[src/rtl/channel_accumulator.sv]
// Multi-lane windowed product accumulator: each window of KERNEL_LEN accepted
// samples is summed on top of a per-lane bias, rescaled, saturated and
// optionally rectified. The result and a one-cycle out_valid pulse appear the
// cycle after the sample that closes the window.
//
// Ports:
//   clk       rising-edge clock
//   rst       synchronous active-high reset
//   ena       global enable; low freezes all state
//   clr       synchronous window abort
//   in_valid  products on inData valid this cycle
//   inData    LANES signed products, 2*DATA_WIDTH each, lane 0 in the LSBs
//   inBias    LANES signed biases, DATA_WIDTH each, sampled on the first sample of a window
//   out       LANES signed results, DATA_WIDTH each
//   out_valid one-cycle pulse when out carries a new result
//   busy      high while a window is partially accumulated
module channel_accumulator #(
  parameter int unsigned DATA_WIDTH = 8,
  parameter int unsigned FRAC_BITS  = 0,
  parameter int unsigned ACC_WIDTH  = 24,
  parameter int unsigned KERNEL_LEN = 9,
  parameter int unsigned LANES      = 1,
  parameter int unsigned RELU_EN    = 0
) (
  input  logic                          clk,
  input  logic                          rst,
  input  logic                          ena,
  input  logic                          clr,
  input  logic                          in_valid,
  input  logic [LANES*2*DATA_WIDTH-1:0] inData,
  input  logic [LANES*DATA_WIDTH-1:0]   inBias,
  output logic [LANES*DATA_WIDTH-1:0]   out,
  output logic                          out_valid,
  output logic                          busy
);

  localparam int unsigned PW = 2 * DATA_WIDTH;
  localparam int unsigned CW = (KERNEL_LEN > 1) ? $clog2(KERNEL_LEN) : 1;
  localparam logic [CW-1:0] LAST = CW'(KERNEL_LEN - 1);

  // Saturation bounds of the DATA_WIDTH output, expressed at accumulator width
  localparam logic signed [ACC_WIDTH-1:0] SAT_MAX =
    {{(ACC_WIDTH-DATA_WIDTH+1){1'b0}}, {(DATA_WIDTH-1){1'b1}}};
  localparam logic signed [ACC_WIDTH-1:0] SAT_MIN =
    {{(ACC_WIDTH-DATA_WIDTH+1){1'b1}}, {(DATA_WIDTH-1){1'b0}}};

  logic [CW-1:0]                  cnt_q, cnt_d;
  logic [LANES*ACC_WIDTH-1:0]     acc_q, acc_d, acc_sum;
  logic [LANES*DATA_WIDTH-1:0]    res, out_d;
  logic                           ov_d;

  // Per-lane datapath: next accumulator value and the rescaled result of it
  for (genvar g = 0; g < LANES; g++) begin : g_lane
    logic signed [PW-1:0]         prod;
    logic signed [DATA_WIDTH-1:0] bias;
    logic signed [ACC_WIDTH-1:0]  prod_ext;
    logic signed [ACC_WIDTH-1:0]  bias_ext;
    logic signed [ACC_WIDTH-1:0]  acc_cur;
    logic signed [ACC_WIDTH-1:0]  sum;
    logic signed [ACC_WIDTH-1:0]  shifted;
    logic signed [DATA_WIDTH-1:0] sat;

    assign prod     = inData[g*PW +: PW];
    assign bias     = inBias[g*DATA_WIDTH +: DATA_WIDTH];
    assign prod_ext = ACC_WIDTH'(prod);
    // Bias is aligned to the product scale (2*FRAC_BITS fractional bits)
    assign bias_ext = ACC_WIDTH'(bias) <<< FRAC_BITS;
    assign acc_cur  = acc_q[g*ACC_WIDTH +: ACC_WIDTH];
    assign sum      = (cnt_q == '0) ? (bias_ext + prod_ext) : (acc_cur + prod_ext);
    // Arithmetic shift gives floor rounding back to FRAC_BITS fractional bits
    assign shifted  = sum >>> FRAC_BITS;

    // Saturate, then rectify
    always_comb begin
      sat = shifted[DATA_WIDTH-1:0];
      if (shifted > SAT_MAX) begin
        sat = SAT_MAX[DATA_WIDTH-1:0];
      end else if (shifted < SAT_MIN) begin
        sat = SAT_MIN[DATA_WIDTH-1:0];
      end
      if ((RELU_EN != 0) && sat[DATA_WIDTH-1]) begin
        sat = '0;
      end
    end

    assign acc_sum[g*ACC_WIDTH +: ACC_WIDTH] = sum;
    assign res[g*DATA_WIDTH +: DATA_WIDTH]   = sat;
  end

  // Window sequencing: accept, abort, freeze and window completion
  always_comb begin
    cnt_d = cnt_q;
    acc_d = acc_q;
    out_d = out;
    ov_d  = 1'b0;
    if (ena) begin
      if (clr) begin
        cnt_d = '0;
      end else if (in_valid) begin
        acc_d = acc_sum;
        if (cnt_q == LAST) begin
          cnt_d = '0;
          out_d = res;
          ov_d  = 1'b1;
        end else begin
          cnt_d = cnt_q + CW'(1);
        end
      end
    end
  end

  // State and output registers
  always_ff @(posedge clk) begin
    if (rst) begin
      cnt_q     <= '0;
      acc_q     <= '0;
      out       <= '0;
      out_valid <= 1'b0;
      busy      <= 1'b0;
    end else begin
      cnt_q     <= cnt_d;
      acc_q     <= acc_d;
      out       <= out_d;
      out_valid <= ov_d;
      busy      <= (cnt_d != '0);
    end
  end

endmodule

[config.mk]
export PLATFORM = sky130hd
export DESIGN_NAME = channel_accumulator
export DESIGN_NICKNAME = d
export VERILOG_FILES = /design/src/rtl/channel_accumulator.sv
export SDC_FILE = /design/constraint.sdc
export NUM_CORES = 1
export LEC_CHECK = 0
export BUFFER_PORTS_ARGS = -buffer_cell sky130_fd_sc_hd__buf_2
export CELL_PAD_IN_SITES_DETAIL_PLACEMENT = 0
export CELL_PAD_IN_SITES_GLOBAL_PLACEMENT = 1
export CORE_UTILIZATION = 30
export DETAILED_ROUTE_END_ITERATION = 8
export HOLD_SLACK_MARGIN = 0.03
export PLACE_DENSITY_LB_ADDON = 0.1
export SKIP_CTS_REPAIR_TIMING = 1
export SYNTH_ARGS = -nofsm -noshare
export SYNTH_HDL_FRONTEND = slang
export SYNTH_SLANG_ARGS = --single-unit
[constraint.sdc]
create_clock -name clk -period 6.7 [get_ports clk]
set_input_delay 0.67 -clock clk [delete_from_list [all_inputs] [get_ports clk]]
set_output_delay 0.67 -clock clk [all_outputs]
set_load 0.03 [all_outputs]
==> results of run 1 <==
-- power groups by stage --
stage	Sequential, mW	Combinational (mW)	Clock [mW]
global placement	0.244	0.284	0
finish	0.238	0.284	0.328
CTS	0.238	0.285	0.336
global route	0.239	0.319	0.345
detailed placement	0.244	0.284	0
floorplan	0.243	0.210	0
-- metal layers --
layer / routed length (µm) / GRT usage (%) / vias to the layer above
met2: 5740 / 33.1 / 81
met1: 6110 / 26.7 / 1895
li1: - / - / 2040
met5: 0 / 0 / -
met3: 460 / 2.57 / 11
met4: 150 / 4.05 / 0
-- worst min-delay path: stages, from the launching register on --
cell,delay [ns]
dfxtp_1,0.31
nand2_1,0.05
a21oi_1,0.05
-- worst paths after layout --
| check | start | endpoint | cells past startpoint |
|---|---|---|---|
| max reg2reg | acc_q[0] | out[0] | 12 |
| max | inData[0] | out[0] | 14 |
| min | acc_q[20] | acc_q[20] | 2 |
| min reg2reg | acc_q[20] | acc_q[20] | 2 |
-- cells in the mapped netlist, types with 13 or more instances --
master     n
nand2_1   54
inv_1     13
dfxtp_1   38
nand3_1   14
a21oi_1   54
a211oi_1  21
ha_1      41
xnor2_1   17
nand4_1   13
o21ai_0   27
nor2_1    65
-- layout make-up --
cell class	instances	area, µm²	share of cell area, %
Timing Repair Buffer	40	205	4.60
Inverter	13	48.8	1.09
Multi-Input combinational cell	459	3040	68.1
Tap cell	172	215	4.82
Clock inverter	3	68.8	1.54
Clock buffer	5	125	2.81
Sequential cell	38	761	17.1
-- state kept, by name, indices dropped and copies added, names as in the netlist --
register   flops
acc_q         24
out            8
cnt_q          4
busy           1
out_valid      1
-- logic make-up after synthesis --
logic type,after synthesis
mux,11
xor+xnor,22
compound gates,173
buf+inv,32
fa+ha+maj,43
flops,38
simple gates,210
-- cells in the final DEF, fill, tap and decap left out, types with 3 or more instances in the layout --
cell type   n
xnor2_1    17
ha_1       41
or3_1       4
dfxtp_1    38
o211ai_1   12
nor2_1     65
a31oi_1     6
nor3_1     12
o21ai_2     3
a21o_1      5
o21ai_0    27
nand2_1    54
o2bb2ai_1   7
and2_1      4
nor2b_1     4
a2111o_1    4
or2_2       3
xor2_1      5
nor4_1      3
mux2i_1    10
inv_1      13
buf_2      38
o31ai_1     3
nand3b_1    3
a21oi_1    54
o21ai_1     4
a211oi_1   21
clkbuf_16   5
nand2b_1   11
or4_1       3
o21a_1      5
nand3_1    14
nand4_1    13
-- stage by stage --
step           cells  hold slack, ns  setup WS [ns]
3_3_place_gp     722           0.450           2.78
5_1_grt          730           0.491           2.69
4_1_cts          730           0.465           2.94
6_report         730           0.463           2.99
3_5_place_dp     722           0.455           2.65
2_1_floorplan    529           0.436           3.17
==> results by group, run 1 <==
Detailed routing
  • DR vias: roughly 4000
  • Initial DRC count: 193
  • Post-DRT Antenna Nets: 0
  • Residual DRC: 0
  • Vias per Instance: 5.52
  • Routed len/inst: 17.1 µm
  • Detailed Route WL: between 10000 and 15000 µm
  • DR pass1 iterations: 4

Critical path
  • CP max stage delay: 0.46 ns
  • Flop-to-flop setup slack: 3.22 ns
  • Worst-path cell chain: buf_2, ha_1, inv_1, fa_1, nand2b_1, a21oi_1, o2111ai_1, a21oi_1, nand2_1, and2_2, a2111o_1, nor4_2, a21oi_2, o2bb2ai_1
  • Worst Path Required: 6.87 ns
  • Crit. End Element: register
  • Crit Path Max Fanout: 7
  • Worst setup SP type: primary input
  • CP most frequent cell: a21oi_1
  • Critical path arrival: 3.88 ns
  • Slowest cell on crit path: a21oi_1
  • Top delay family on crit path: compound AO/OA/AOI/OAI gates
  • Crit Path Category: in2reg
  • Worst path bufs/invs: 2

Run
  • Number of max-cap violations: 0

CTS
  • Root Buffer: clkbuf_16
  • TritonCTS Buffers: 5
  • H-tree depth: 2
  • Max Buffers Root-to-Sink: 2
  • Clock Sinks: 38
  • Clock Latency Late Sink: 0.29 ns
  • Reg clk slew, reported paths: 0.07 ns
  • TritonCTS clock tree: built

Min path
  • Hold WC Path Type: reg2reg

Logic synthesis
  • Simple-gate portion of the synthesized area: 25.9%
  • Most used DFF post-synth: dfxtp_1
  • Synth area leader: dfxtp_1
  • Synth Net Count: 601
  • Sequential area share after synthesis: 19.1%
  • Post-synth EDFFs: 0
  • Compound-Gate Fraction of Synth Area: 28.9%
  • Top cell type's share of synthesized area: 19.1%
  • Post-synthesis cell area: around 4000 µm²
  • Yosys warning total: 0
  • Post-synth cell types: 69
  • Post-synthesis xor/xnor area fraction: between 4 and 5%
  • Main combinational cell family by area after synthesis: compound AO/OA/AOI/OAI gates
  • Mux share of post-synthesis cell area: 2.80%
  • Post-Synthesis Cells: 529
  • Post-synthesis area per instance: 7.51 µm²
  • Async set-or-reset flop fraction in the synthesized netlist: 0%
  • Adder-cell share of the synthesized area: 13.9%
  • Synth area leaders: dfxtp_1 19%, ha_1 13%, a21oi_1 6.8%
  • Yosys reg bits: 38

Floorplanning
  • Initial Util: a little under a third
  • Ports: 39
  • Die Wd: 117 µm
  • Die Footprint: between 10000 and 15000 µm²
  • Site Rows: 41
  • Die height: 117 µm
  • Core Area: 12800 µm²

GRT
  • Largest net degree at the start of global routing: 39
  • Initial antenna violation count: 0
  • Global Route Usage Sum: 19.6%
  • Total grt overflow: 0
  • Vias in the first global route: just under 4000
  • First-pass GRT wire length: 20500 µm

Finish
  • P&R area growth vs syn: 12.3%
  • Final net count: 629
  • Final instance area: 4460 µm²
  • Fraction of layout cells with a size suffix above 1: 12.0%
  • Final design utilization: 34.9%
  • Antenna Cells: 0
  • Number of fill cells: 1378

Timing
  • Fin crit period: 3.71 ns
  • Final Slew Violations: 0
  • Worst-Margin Slew: 0.837 ns
  • Final Setup Violations: 0
  • Max frequency: roughly 0.27 GHz
  • Final Cycle Share: 55.4%
  • Worst rel slew slack: 44.2%
  • RSZ-0062 raised after global routing: no
  • Setup TNS: 0 ns
  • Clock Skew: a little over 0.007 ns
  • Final Hold Fails: 0

Power and ir drop
  • Final Power: 850 µW
  • Clk pwr share: about two fifths
  • Power Internal: 556 µW
  • Flop pwr share: ~28%
  • Sw frac: 34.6%
  • Logic gate share of total power: around 33%
  • Peak VDD IR: 102 µV
  • Pleak: 1.76 nW
  • Pwr/cell area: 191 nW/µm²
  • Sw Pwr: 294 µW

Place
  • Area after detailed placement: 4270 µm²
  • Port bufs: 38
  • Final GP Congestion: 0.853
  • HPWL Detailed: 9510 µm

Status
  • Outcome: completed
No activity file was read; power rests on OpenSTA's default activity.
==> run 2, diff against run 1 <==
--- a/config.mk
+++ b/config.mk
@@ -5,6 +5,7 @@
 export SDC_FILE = /design/constraint.sdc
 export NUM_CORES = 1
 export LEC_CHECK = 0
+export ABC_AREA = 1
 export BUFFER_PORTS_ARGS = -buffer_cell sky130_fd_sc_hd__buf_2
 export CELL_PAD_IN_SITES_DETAIL_PLACEMENT = 0
 export CELL_PAD_IN_SITES_GLOBAL_PLACEMENT = 1
==> constraint.sdc (replaced) <==
create_clock -name clk -period 3.4 [get_ports clk]
set_input_delay 0.34 -clock clk [delete_from_list [all_inputs] [get_ports clk]]
set_output_delay 0.34 -clock clk [all_outputs]
set_load 0.03 [all_outputs]
==> run 2 against run 1 <==
  * Sequential cell count is the same
  * Worst hold slack lost 0.16 ns
  * Largest cell class unchanged
  * Power grew 110%
==> results by group, run 2 <==
Detailed routing
  • Detailed Route WL: between 15000 and 20000 µm
  • Residual DRC: 0
  • DR vias: 5104
  • Post-DRT Antenna Nets: 0
  • Initial DRC count: between 300 and 400
  • Routed len/inst: between 10 and 15 µm
  • Vias per Instance: 4.61
  • DR pass1 iterations: 6

CTS
  • TritonCTS Buffers: 5
  • Reg clk slew, reported paths: 0.07 ns
  • H-tree depth: 2
  • TritonCTS clock tree: built
  • Root Buffer: clkbuf_16
  • Clock Latency Late Sink: 0.29 ns
  • Max Buffers Root-to-Sink: 2
  • Clock Sinks: 38

Floorplanning
  • Ports: 39
  • Initial Util: 31.0%
  • Die height: between 100 and 150 µm
  • Core Area: 15300 µm²
  • Die Wd: 128 µm
  • Die Footprint: roughly 16000 µm²
  • Site Rows: 45

Power and ir drop
  • Final Power: about 1.8 mW
  • Peak VDD IR: 195 µV
  • Pwr/cell area: 330 nW/µm²
  • Pleak: 3.14 nW

Place
  • Final GP Congestion: 0.875
  • Placed Cells: 1099
  • Port bufs: 38
  • HPWL Detailed: 12800 µm

Logic synthesis
  • Sequential area share after synthesis: between 10% and 20%
  • Synth area leader: nand2_1
  • Post-synthesis cell area: roughly 4700 µm²
  • Post-synthesis area per instance: 5.54 µm²
  • Async set-or-reset flop fraction in the synthesized netlist: 0%
  • Count leader, synth: nand2_1
  • Synth Net Count: 928
  • Yosys reg bits: 38
  • Top cell type's share of synthesized area: 22.6%
  • Yosys warning total: 0
  • Post-synth top cells: 285 x nand2_1, 173 x inv_1, 72 x nor2_1, 71 x nand3_1, 41 x ha_1
  • Synth area leaders: nand2_1 23%, dfxtp_1 16%, inv_1 14%
  • Post-synth EDFFs: 0
  • Post-Synthesis Cells: about 860
  • Post-synth cell types: 40
  • Most used DFF post-synth: dfxtp_1

Critical path
  • Crit Path Max Fanout: 7
  • Crit Path Category: reg2reg
  • Crit. End Element: register
  • Critical path arrival: about 2.9 ns
  • Worst Path Required: 3.58 ns
  • Worst setup SP type: register

Timing
  • Max frequency: 0.366 GHz
  • Final Cycle Share: roughly 80%
  • Fin crit period: 2.73 ns
  • Worst Hold Margin: 0.302 ns
  • Final Hold Fails: 0
  • Final Slew Violations: 0
  • Worst-Margin Slew: 0.662 ns
  • Worst rel slew slack: 55.7%
  • RSZ-0062 raised after global routing: no
  • Final Setup Violations: 0
  • Setup TNS: 0 ns
  • Clock Skew: 0.00582 ns

Finish
  • P&R area growth vs syn: 13.4%
  • Fraction of layout cells with a size suffix above 1: 10.9%
  • Highest-count cells in the layout ignoring fill and taps: 285 x nand2_1, 173 x inv_1, 71 x nor2_1, 71 x nand3_1, 41 x ha_1
  • Number of fill cells: 1774
  • Antenna Cells: 0
  • Most common cell after layout, fill and taps aside: nand2_1
  • Largest regs: acc_q x24, out x8, cnt_q x4
  • Reg area: 761 µm²
  • Top reg by flops: acc_q
  • Flip-flop count of the largest register after layout: 24
  • Final net count: 967
  • Area of the multi-input gates: 3260 µm²
  • Final design utilization: 35.1%
  • Non-Filler Instances: 1107

Run
  • Number of max-cap violations: 0

GRT
  • Total grt overflow: 0
  • First-pass GRT wire length: 25500 µm
  • Global Route Usage Sum: 20.2%
  • Largest net degree at the start of global routing: 32
  • Vias in the first global route: 4944
  • Initial antenna violation count: 0

Min path
  • Hold WC Path Type: in2reg

Status
  • Outcome: completed
## run 2: cell count changes after synthesis, moves of 14 or more
| cell | change |
|---|---|
| nand3_1 | +57 |
| nand2_1 | +231 |
| a21oi_1 | -19 |
| xnor2_1 | -14 |
| inv_1 | +160 |
| a211oi_1 | -21 |
## run 2: final cells by class
| type | count | share of cell area (%) |
|---|---|---|
| repair buffers | 43 | 4.23 |
| flip-flops and latches | 38 | 14.1 |
| clock inverters | 3 | 1.28 |
| inverters | 180 | 12.6 |
| multi-input cells | 627 | 60.5 |
| clock buffers | 5 | 2.33 |
| well taps | 211 | 4.91 |
## run 2: cells by family (layout without fill, tap and decap cells)
logic type | Yosys count | after routing | share of synthesized area (%)
AO/OA/AOI/OAI | 96 | 96 | 12.2
XOR/XNOR | 4 | 4 | 0.739
adder cells (fa/ha/maj) | 43 | 43 | 11.7
buffers and inverters | 191 | 231 | 15.3
flip-flops | 38 | 38 | 16.0
AND/OR/NAND/NOR | 484 | 484 | 44.0
## run 2: critical path: stages (launching register included)
cell and delay [ns]:
dfxtp_1 0.32, ha_1 0.35, nand2_2 0.18, inv_1 0.06, nand2_1 0.07, nand2_1 0.14, inv_1 0.11, nand3_1 0.18
nand2_1 0.10, nand3_1 0.10, o21ai_1 0.19, nand3_1 0.17, nor2_1 0.11, nand2_1 0.09, o21bai_4 0.17, nand2_4 0.09
nor2_1 0.14, nor2_1 0.05
## run 2: power breakdown
group          switching (mW)  internal, mW
Combinational           0.447         0.219
Sequential             0.0106         0.462
Clock                   0.214         0.422
## run 2: worst paths after layout
check | start | to | slack [ns] | depth (start not counted)
setup / recovery | acc_q[7] | out[6] | 0.67 | 17
hold / removal | rst | out[7] | 0.30 | 2
setup reg to reg | acc_q[7] | out[6] | 0.67 | 17
hold reg to reg | out[7] | out[7] | 0.47 | 2
## run 2: metrics by stage
step	worst slack (ns)	cell area (µm²)
after floorplan	0.985	4740
after global placement	0.424	5180
after detailed placement	0.394	5180
after CTS	0.661	5380
after global routing	0.408	5380
final	0.668	5380
## run 2: routing by layer
metal | global-route usage [%] | routed length, µm | up-vias
li1 | - | - | 2745
met1 | 29.4 | 7960 | 2244
met2 | 32.1 | 6710 | 108
met3 | 2.42 | 706 | 7
met4 | 3.39 | 123 | 0
met5 | 0 | 0 | -
==> run 3, diff against run 2 <==
==> constraint.sdc (replaced) <==
create_clock -name clk -period 2.7 [get_ports clk]
set_input_delay 0.27 -clock clk [delete_from_list [all_inputs] [get_ports clk]]
set_output_delay 0.27 -clock clk [all_outputs]
set_load 0.03 [all_outputs]
==> run 3 against run 2 <==
  * Worst setup slack worse by 0.48 ns
  * Non-clock buffer count up 36
  * Sequential power up 26%
  * Critical path depth down 1
  * Cell area up 9.1%
  * Utilization up 3.2 points
  * Critical path type is now in2reg
  * Largest cell class unchanged
==> results by group, run 3 (synthesized netlist as in run 2, its figures left out) <==
Critical path
  • Worst Path Required: roughly 2.9 ns
  • Crit. End Element: register
  • Worst setup SP type: primary input
  • Crit Path Category: in2reg
  • Critical path arrival: between 2 and 3 ns
  • Crit Path Max Fanout: 9
  • R2r startpoint: acc_q[0]
  • Flop-to-flop setup slack: 0.21 ns
  • Crit path from: inBias[7]

Floorplanning
  • Die height: 128 µm
  • Initial Util: 31.0%
  • Die Wd: about 130 µm
  • Ports: 39
  • Site Rows: 45
  • Die Footprint: 16300 µm²
  • Core Area: between 15000 and 20000 µm²

Power and ir drop
  • Pwr/cell area: approximately 400 nW/µm²
  • Final Power: 2.36 mW
  • Flop pwr share: 25.4%
  • Sw frac: 37.1%
  • Logic gate share of total power: 41.4%
  • Clk pwr share: 33.2%
  • Sw Pwr: 876 µW
  • Power Internal: 1.48 mW
  • Peak VDD IR: between 200 and 250 µV
  • Pleak: 3.33 nW

Finish
  • Largest regs: acc_q x24, out x8, cnt_q x4
  • Highest-count cells in the layout ignoring fill and taps: 277 x nand2_1, 173 x inv_1, 68 x nand3_1, 60 x nor2_1, 40 x buf_4
  • Antenna Cells: 0
  • Most common cell after layout, fill and taps aside: nand2_1
  • Final net count: 1003
  • Top reg by flops: acc_q
  • Flip-flop count of the largest register after layout: 24
  • Fraction of layout cells with a size suffix above 1: between 10% and 20%
  • P&R area growth vs syn: 23.8%

GRT
  • Largest net degree at the start of global routing: 32
  • Vias in the first global route: 5032
  • Global Route Usage Sum: 19.8%
  • Initial antenna violation count: 0
  • First-pass GRT wire length: 25200 µm
  • Total grt overflow: 0

Detailed routing
  • Routed len/inst: 13.7 µm
  • Initial DRC count: ~230
  • Detailed Route WL: 15600 µm
  • Residual DRC: 0
  • DR pass1 iterations: 5
  • DR vias: about 5200
  • Post-DRT Antenna Nets: 0
  • Vias per Instance: 4.58

Min path
  • HP Start: rst
  • Hold WC Path Type: in2reg

CTS
  • TritonCTS clock tree: built
  • Clock Latency Late Sink: around 0.29 ns
  • TritonCTS Buffers: 5
  • H-tree depth: 2
  • Root Buffer: clkbuf_16
  • Clock Sinks: 38
  • Max Buffers Root-to-Sink: 2
  • Reg clk slew, reported paths: 0.06 ns

Timing
  • Clock Skew: roughly 0.006 ns
  • Final Cycle Share: 93.2%
  • Final Slew Violations: 0
  • Setup ws final: ~0.18 ns
  • Max frequency: 0.397 GHz
  • Worst rel slew slack: about 54%
  • Final Setup Violations: 0
  • Fin crit period: 2.52 ns
  • Worst-Margin Slew: 0.685 ns
  • Final Hold Fails: 0

Status
  • Outcome: completed

Place
  • Pre-CTS WS: -0.130 ns
  • Port bufs: 38
  • HPWL Detailed: 13100 µm
  • Final GP Congestion: 0.853

Run
  • Number of max-cap violations: 0
[run 3: power by group through the flow]
stage | clock (mW) | combinational (mW) | sequential [mW]
finish | 0.784 | 0.977 | 0.598
global route | 0.823 | 1.10 | 0.600
CTS | 0.801 | 0.919 | 0.596
detailed placement | 0 | 0.914 | 0.608
global placement | 0 | 0.914 | 0.608
floorplan | 0 | 0.602 | 0.606
[run 3: final cells by class]
type                       count  area [µm²]
clock buffer                   5         125
clock inverter                 3        68.8
fill                        1770        9440
inverter                     180         676
multi-input combinational    627        3470
sequential                    38         761
tap                          211         264
timing repair buffer          79         510
[run 3: worst max-delay path, cell delays in order]
cell	delay [ns]
buf_2	0.17
ha_1	0.41
nand2_1	0.15
nor2_1	0.28
buf_4	0.17
nand3_1	0.08
nand3_1	0.12
nor2_1	0.07
o21ai_2	0.19
nand3_1	0.13
nor2_1	0.10
nand2_1	0.09
o21bai_4	0.16
nand2_4	0.10
nor2_1	0.14
nor2_1	0.05
[run 3: metal layers]
metal  wire (µm)  track usage (%)
met5           0                0
met4         214             4.43
met3         548             1.79
met2        6730             31.4
met1        8150             28.9
[run 3: through the flow]
step,hold slack (ns),instances,setup TNS (ns),util (%),instance area [µm²]
global placement,0.454,1133,-0.765,35.6,5450
finish,0.236,1143,0,38.3,5870
global route,0.247,1143,-0.0123,38.3,5870
detailed placement,0.456,1133,-0.836,35.6,5450
CTS,0.235,1141,0,36.9,5650
floorplan,0.461,856,0,-,4740
[run 3: path summary, 6_finish.rpt]
| check | to | depth (start not counted) |
|---|---|---|
| max reg2reg | out[1] | 18 |
| min reg2reg | out[7] | 2 |
| max | out[1] | 16 |
| min | out[7] | 2 |
